<file path="config.mk">
export PLATFORM = sky130hd
export DESIGN_NAME = shift_add_mult_ctrl
export DESIGN_NICKNAME = d
export VERILOG_FILES = /design/src/rtl/shift_add_mult_ctrl.sv
export SDC_FILE = /design/constraint.sdc
export NUM_CORES = 1
export LEC_CHECK = 0
export ABC_AREA = 1
export CORE_MARGIN = 5
export CORE_UTILIZATION = 50
export DETAILED_ROUTE_END_ITERATION = 6
export MAX_ROUTING_LAYER = met4
export PLACE_DENSITY = 0.76
export SLEW_MARGIN = 20
export SYNTH_ARGS = -nofsm -noshare
export SYNTH_HDL_FRONTEND = slang
export SYNTH_SLANG_ARGS = --single-unit
export TNS_END_PERCENT = 5
</file>
<file path="constraint.sdc">
create_clock -name clk -period 4.5 [get_ports clk]
set_input_delay 0.675 -clock clk [delete_from_list [all_inputs] [get_ports clk]]
set_output_delay 0.675 -clock clk [all_outputs]
set_load 0.02 [all_outputs]
</file>
<file path="src/rtl/shift_add_mult_ctrl.sv">
// shift_add_mult_ctrl: sequential unsigned N x N multiplier.
// A single N-bit ripple-carry adder (chain of FullAdder cells) is reused
// across N shift-and-add iterations under a small FSM. Operands enter on a
// start/busy/done handshake and a 2N-bit product is presented with done.
// Optional feature macro: MULT_ZERO_SKIP_EN (zero operand bypasses RUN).

// One-bit full adder cell used to build the ripple-carry chain.
module FullAdder (
    input  logic a,
    input  logic b,
    input  logic cin,
    output logic sum,
    output logic cout
);

    // Plain sum/carry equations for a single bit position.
    always_comb begin
        sum  = a ^ b ^ cin;
        cout = (a & b) | (cin & (a ^ b));
    end

endmodule

module shift_add_mult_ctrl #(
    parameter int N = 8
) (
    input  logic           clk,
    input  logic           rst,
    input  logic           start,
    input  logic [N-1:0]   multiplicand,
    input  logic [N-1:0]   multiplier,
    output logic           busy,
    output logic           done,
    output logic [2*N-1:0] product
);

    localparam int CW = $clog2(N + 1);
    localparam logic [CW-1:0] LAST_ITER = CW'(N - 1);

    localparam logic [1:0] IDLE = 2'd0;
    localparam logic [1:0] RUN  = 2'd1;
    localparam logic [1:0] DONE = 2'd2;

    logic [1:0]    state;
    logic [N-1:0]  mcand;
    logic [N-1:0]  acc;
    logic [N-1:0]  mq;
    logic [CW-1:0] cnt;

    logic [N-1:0]  addend;
    logic [N-1:0]  sum;
    logic [N:0]    carry;
    logic          cout;

    // Partial-product select: add the multiplicand only when the current
    // multiplier bit (LSB of mq) is set.
    always_comb begin
        addend = mq[0] ? mcand : '0;
    end

    assign carry[0] = 1'b0;

    genvar gi;
    generate
        for (gi = 0; gi < N; gi++) begin : g_adder
            FullAdder u_fa (
                .a    (acc[gi]),
                .b    (addend[gi]),
                .cin  (carry[gi]),
                .sum  (sum[gi]),
                .cout (carry[gi+1])
            );
        end
    endgenerate

    assign cout = carry[N];

    // Handshake outputs decoded from the state register.
    always_comb begin
        busy = (state == RUN);
        done = (state == DONE);
    end

    // FSM and datapath: load on start, N shift-and-add steps, then publish.
    always_ff @(posedge clk) begin
        if (rst) begin
            state   <= IDLE;
            mcand   <= '0;
            acc     <= '0;
            mq      <= '0;
            cnt     <= '0;
            product <= '0;
        end else begin
            case (state)
                IDLE: begin
                    if (start) begin
                        mcand <= multiplicand;
                        mq    <= multiplier;
                        acc   <= '0;
                        cnt   <= '0;
`ifdef MULT_ZERO_SKIP_EN
                        if ((multiplicand == '0) || (multiplier == '0)) begin
                            state   <= DONE;
                            product <= '0;
                        end else begin
                            state <= RUN;
                        end
`else
                        state <= RUN;
`endif
                    end
                end
                RUN: begin
                    acc <= {cout, sum[N-1:1]};
                    mq  <= {sum[0], mq[N-1:1]};
                    cnt <= cnt + CW'(1);
                    if (cnt == LAST_ITER) begin
                        state <= DONE;
                        // Capture the post-shift value of {acc, mq} directly so
                        // the product is valid in the DONE cycle itself.
                        product <= {cout, sum, mq[N-1:1]};
                    end
                end
                DONE: begin
                    state <= IDLE;
                end
                default: begin
                    state <= IDLE;
                end
            endcase
        end
    end

endmodule

</file>
Yosys cells after proc, flatten, opt, wreduce, memory -nomap -nowiden --
Cells that the tools add are included.
Word-level totals: bits in registers 46, latch bits 0, bits in writable memories 0, memory bits (read-only) 0, input port bits 19, output and inout port bits 18, logic and storage cells 65, memories kept 0
Operators by class: add/subtract/negate cells 1, multiply operators 0, div/mod/pow operators 0, $lt $le $gt $ge 0, eq/ne operators 5, shift-type cells 0, mux-type cells 10, bitwise logic cells 37, reduce and logical (&&, ||, !) cells 6
Operators with widths (number):
- one-hot mux 8 bit (2 select lines) | 2
- two-way mux 8 bit | 3
- bitwise AND 1 bit | 15
- bitwise XOR 1 bit | 15
- one-hot mux 4 bit (2 select lines) | 1
- AND reduction 2 bit | 4
- bitwise OR 1 bit | 7
- adder 4 x 1 -> 4 bit, second input constant | 1
- equality test 4 x 3 -> 1 bit, second input constant | 1
- two-way mux 2 bit | 2
- two-way mux 4 bit | 1
- one-hot mux 2 bit (2 select lines) | 1
- equality test 2 x 1 -> 1 bit, second input constant | 1
- equality test 2 bit, second input constant | 1
- logical NOT 2 bit | 1
- inequality test 2 x 1 -> 1 bit, second input constant | 1
- inequality test 2 bit, second input constant | 1
- nonzero test 2 bit | 1

Longest topological paths before layout --
Gate-level depths: netlist (run 1).
depth in word-level cells 17, mapped depth 15, gate-level depth less buffers 14

By module --
A second synthesis (run 1) with hierarchy kept.
Second synthesis, totals: cells, all modules 304, area, all modules 2184.6 µm²
Modules (own cells, without submodules):
- shift_add_mult_ctrl | instances 1, cells an instance 296, area each 2024.4 µm², sequential area each 920.9 µm²
- FullAdder | instances 8, cells an instance 1, area each 20.0 µm², sequential area each 0.0 µm²

Least setup slack after synthesis (run 1) --
OpenSTA, ideal clock, no wires.
path kind reg-to-reg, start reg mq[0], end reg product[14], setup time 0.113 ns, arrival time 3.710 ns, data required time 4.387 ns, path slack 0.677 ns, cell stages (with the launch flop) 16, buffers on the path 1, period minus slack after synthesis 3.823 ns, path through dfxtp_1 clkbuf_1 nand2_1 inv_1 ha_1 inv_1 fa_1 fa_1 fa_1 fa_1 fa_1 fa_1 fa_1 nand3_1 nand2_1 nor2_1
On the way: cells in the longest elaborated chain, start to end 15, elaborated cells on any way between the ends 28, classes of those cells mux: 1; bitwise: 27
RTL lines:
- start, declared | line 47 | logic [N-1:0] mq;
- start signal, assigned | line 98 | mq <= multiplier;
- start signal, assigned | line 115 | mq <= {sum[0], mq[N-1:1]};
- two-way mux 8 bit (*) | line 58 | addend = mq[0] ? mcand : '0;
- bitwise AND 1 bit / bitwise XOR 1 bit (equally long branches) | line 19 | cout = (a & b) | (cin & (a ^ b));
- bitwise AND 1 bit | line 19
- bitwise OR 1 bit | line 19
- bitwise AND 1 bit | line 19
- bitwise OR 1 bit | line 19
- bitwise AND 1 bit | line 19
- bitwise OR 1 bit | line 19
- bitwise AND 1 bit | line 19
- bitwise OR 1 bit | line 19
- bitwise AND 1 bit | line 19
- bitwise OR 1 bit | line 19
- bitwise AND 1 bit | line 19
- bitwise OR 1 bit | line 19
- bitwise XOR 1 bit (*) | line 18 | sum = a ^ b ^ cin;
- end signal, assigned | line 121 | product <= {cout, sum, mq[N-1:1]};
- end, declared | line 34 | output logic [2*N-1:0] product
Mark *: on every way between the ends. The rest lies on a longest branch, timed or not. A chain may end at the register's enable or synchronous reset.

Worst setup path in the final report (run 1) --
Same ends and word-level chain as after synthesis.

==> results by group, run 1 <==
Cells and area
  – Synth-to-Final Area Change: 21.5%
  – Antenna Cells: 0
  – Layout cells sized above 1: 4.06%
  – Multi-input logic area: 1010 um^2
  – Fill cells: 396
  – Layout Nets: 347
  – FF/Latch Area: 921 um^2

Detailed routing
  – Per-cell routed wire length: 12.1 um
  – Post-route DRC: 0
  – Number of DRC markers in iteration 0: 161
  – DRT Wirelength: 4.48 mm
  – Via count: 1,820
  – DR pass1 iterations: 4
  – Antenna viol nets, final: 0
  – Via density per instance: 4.92

Run
  – Max Cap Violations: 0

Placement
  – DP Wirelength: 3.09 mm
  – GP Congestion: 0.777
  – IO buf count: 36

Timing
  – Total negative slack: 0 ps
  – Slew margin rel.: 45.4%
  – Final period util: 88.1%
  – Final min period: 3960 ps
  – RSZ-0062 raised after global routing: no
  – Count of final hold-check violations: 0
  – Fin. max-slew vios: 0
  – Final setup violation count: 0
  – Slew of the pin with the lowest slew margin: 818 ps
  – Worst Clk Skew: 4.98 ps
  – Max frequency: 252 MHz

CTS
  – Post-CTS Repair Setup Buffers: 0
  – H-tree lvl count: 2
  – Clk sinks: 46
  – Clock-pin slew on the worst setup and hold paths: 80 ps
  – Post-cts repair resize count: 0
  – CTS buffer count: 5
  – Post-CTS Hold Buffers: 0
  – Worst skew pair latency: 300 ps
  – Maximum clock insertion buffer count: 2
  – CTS tree: yes
  – CTS root buf: clkbuf_8

Floorplanning
  – Die height: 74.7 um
  – Core area: 4030 um^2
  – DIE WIDTH: 74.7 um
  – IO Pins: 37
  – Die Area: 5570 um^2
  – Cell Rows: 23
  – Starting Density: 51.9%

Synthesis
  – Post-synthesis xor/xnor area fraction: 0%
  – Post-synthesis mux area share: 0%
  – Top-area cell type share of the netlist area: 44.0%
  – Cell Area, Synth: 2090 um^2
  – Synth area leader: dfxtp_1
  – Register area share after synthesis: 44.0%
  – Distinct cells, synth: 19
  – Top cells by area, synth: dfxtp_1, nand2_1, nor2_1
  – Mapped Avg Cell Area: 7.28 um^2
  – Primary FF master, synth: dfxtp_1
  – Compound-cell area share of the yosys netlist: 7.90%
  – Main combinational cell family by area after synthesis: simple AND/OR/NAND/NOR gates
  – Post-synthesis adder-cell area fraction: 7.90%
  – Asr flop ratio synth: 0%
  – Synth top cells by count: nand2_1, nor2_1, dfxtp_1, o21ai_0
  – #FFs+latches synth: 46
  – Warnings, synthesis: 0
  – Synth Net Count: 315
  – Gate count of the mapped netlist: 287
  – Post-synthesis simple-gate area fraction: 32.4%
  – Post-synth EDFFs: 0

Power and ir drop
  – Power per cell area: 332 nW/um^2
  – Psw: 0.212 mW
  – Sw frac: 25.1%
  – Clock share of power: 35.9%
  – Tot Pwr: 0.843 mW
  – Worst ir drop on vdd: 0.180 mV
  – Sequential Power Share: 52.0%
  – Combinational share of power: 12.1%
  – Internal: 0.631 mW
  – LEAKAGE: 1.00 nW

Global route
  – Largest net degree at the start of global routing: 29
  – Initial antenna violation count: 0
  – Global route overflow: 0
  – Vias in the first global route: 1,682
  – Global-route wire length before repair: 7.45 mm
  – Total Routing Usage GR: 18.3%

Worst setup path
  – WP data arrival: 4170 ps
  – CP Max Fanout: 9
  – Most used cell, CP: fa_1
  – Crit path largest cell delay: 530 ps
  – Worst path required time: 4700 ps
  – Kind of critical path: flop to flop
  – Crit-path cells: nand2_1 -> inv_1 -> ha_1 -> inv_1 -> fa_1 -> fa_1 -> fa_1 -> fa_1 -> fa_1 -> fa_1 -> fa_1 -> nand3_1 -> nand2_1 -> nor2_1
  – Crit end category: flop
  – Critical-path top delay cell: fa_1
  – Startpoint types: flop
  – R2r setup slk: 540 ps

Worst hold path
  – HP Class: flop to flop

Run status
  – Outcome: finished clean
routing by layer:
layer / vias up / global-route usage, % / part of all wire, %
li1: 953 / - / -
met1: 822 / 22.1 / 46
met2: 38 / 29.1 / 48
met3: 7 / 4.81 / 4.1
met4: 0 / 7.51 / 2.1
met5: - / - / 0
cells in the final DEF, fill, tap and decap left out, types with 2 or more instances in the layout:
cell type        Yosys  layout
inv_1               18      18
nand2_1             73      73
o21ai_0             27      27
nor2_1              73      73
ha_1                 2       2
nand3_1             18      18
nor2_4               3       3
a21oi_1              3       3
clkdlybuf4s50_1      0      36
clkbuf_1             3       2
dfxtp_1             46      46
fa_1                 7       7
clkbuf_8             0       5
path summary, 6_finish.rpt:
check,start,endpoint,depth (start not counted)
worst max-delay path,mq[0]$_SDFFE_PP0P_,product[14]$_SDFFE_PP0P_,14
worst min-delay path,product[4]$_SDFFE_PP0P_,product[4]$_SDFFE_PP0P_,2
worst max register to register,mq[0]$_SDFFE_PP0P_,product[14]$_SDFFE_PP0P_,14
worst min register to register,product[4]$_SDFFE_PP0P_,product[4]$_SDFFE_PP0P_,2
registers in the layout, summed over array words and instances, names as in the netlist:
register	cells
product	16
acc	8
mcand	8
mq	8
cnt	4
state	2
logic make-up (layout without fill, tap and decap cells):
logic type               after synthesis  in the layout
adder cells (fa/ha/maj)                9              9
flip-flops                            46             46
AND/OR/NAND/NOR                      168            168
buffers and inverters                 32             65
AO/OA/AOI/OAI                         32             32
final cells by class:
cell class / instances / area share (%)
clock buffers: 7 / 3.00
clock inverters: 1 / 1.18
inverters: 20 / 2.95
multi-input cells: 209 / 39.7
flip-flops and latches: 46 / 36.2
well taps: 50 / 2.46
repair buffers: 37 / 14.5
power by group through the flow:
| stage | sequential, mW | combinational (mW) | clock, mW |
|---|---|---|---|
| 5_1_grt | 0.441 | 0.116 | 0.328 |
| 4_1_cts | 0.438 | 0.102 | 0.307 |
| 3_3_place_gp | 0.447 | 0.101 | 0 |
| 3_5_place_dp | 0.448 | 0.102 | 0 |
| 2_1_floorplan | 0.443 | 0.0763 | 0 |
| 6_report | 0.439 | 0.102 | 0.302 |
critical path: cells and delay by family, from the launching register on:
kind	cells	cell delay, ps
DFF	1	490
and+or+nand+nor	4	280
buffers and inverters	2	100
adders and majority gates	8	2990
stage by stage:
stage | utilization (%) | instance area, um^2 | hold slack, ps | setup slack, ps | std cells
floorplan | - | 2090 | 448 | 677 | 287
global placement | 60.4 | 2430 | 463 | 657 | 362
detailed placement | 60.4 | 2430 | 471 | 579 | 362
CTS | 63.1 | 2540 | 487 | 512 | 370
global route | 63.1 | 2540 | 500 | 388 | 370
finish | 63.1 | 2540 | 483 | 536 | 370
Power figures use the tool's default switching activity.
==> run 2: changes to the inputs <==
--- a/config.mk
+++ b/config.mk
@@ -11,6 +11,7 @@
 export DETAILED_ROUTE_END_ITERATION = 6
 export MAX_ROUTING_LAYER = met4
 export PLACE_DENSITY = 0.76
+export SKIP_LAST_GASP = 1
 export SLEW_MARGIN = 20
 export SYNTH_ARGS = -nofsm -noshare
 export SYNTH_HDL_FRONTEND = slang
==> results of run 2 <==
No change in the layout: final DEF, timing and power equal those of run 1.
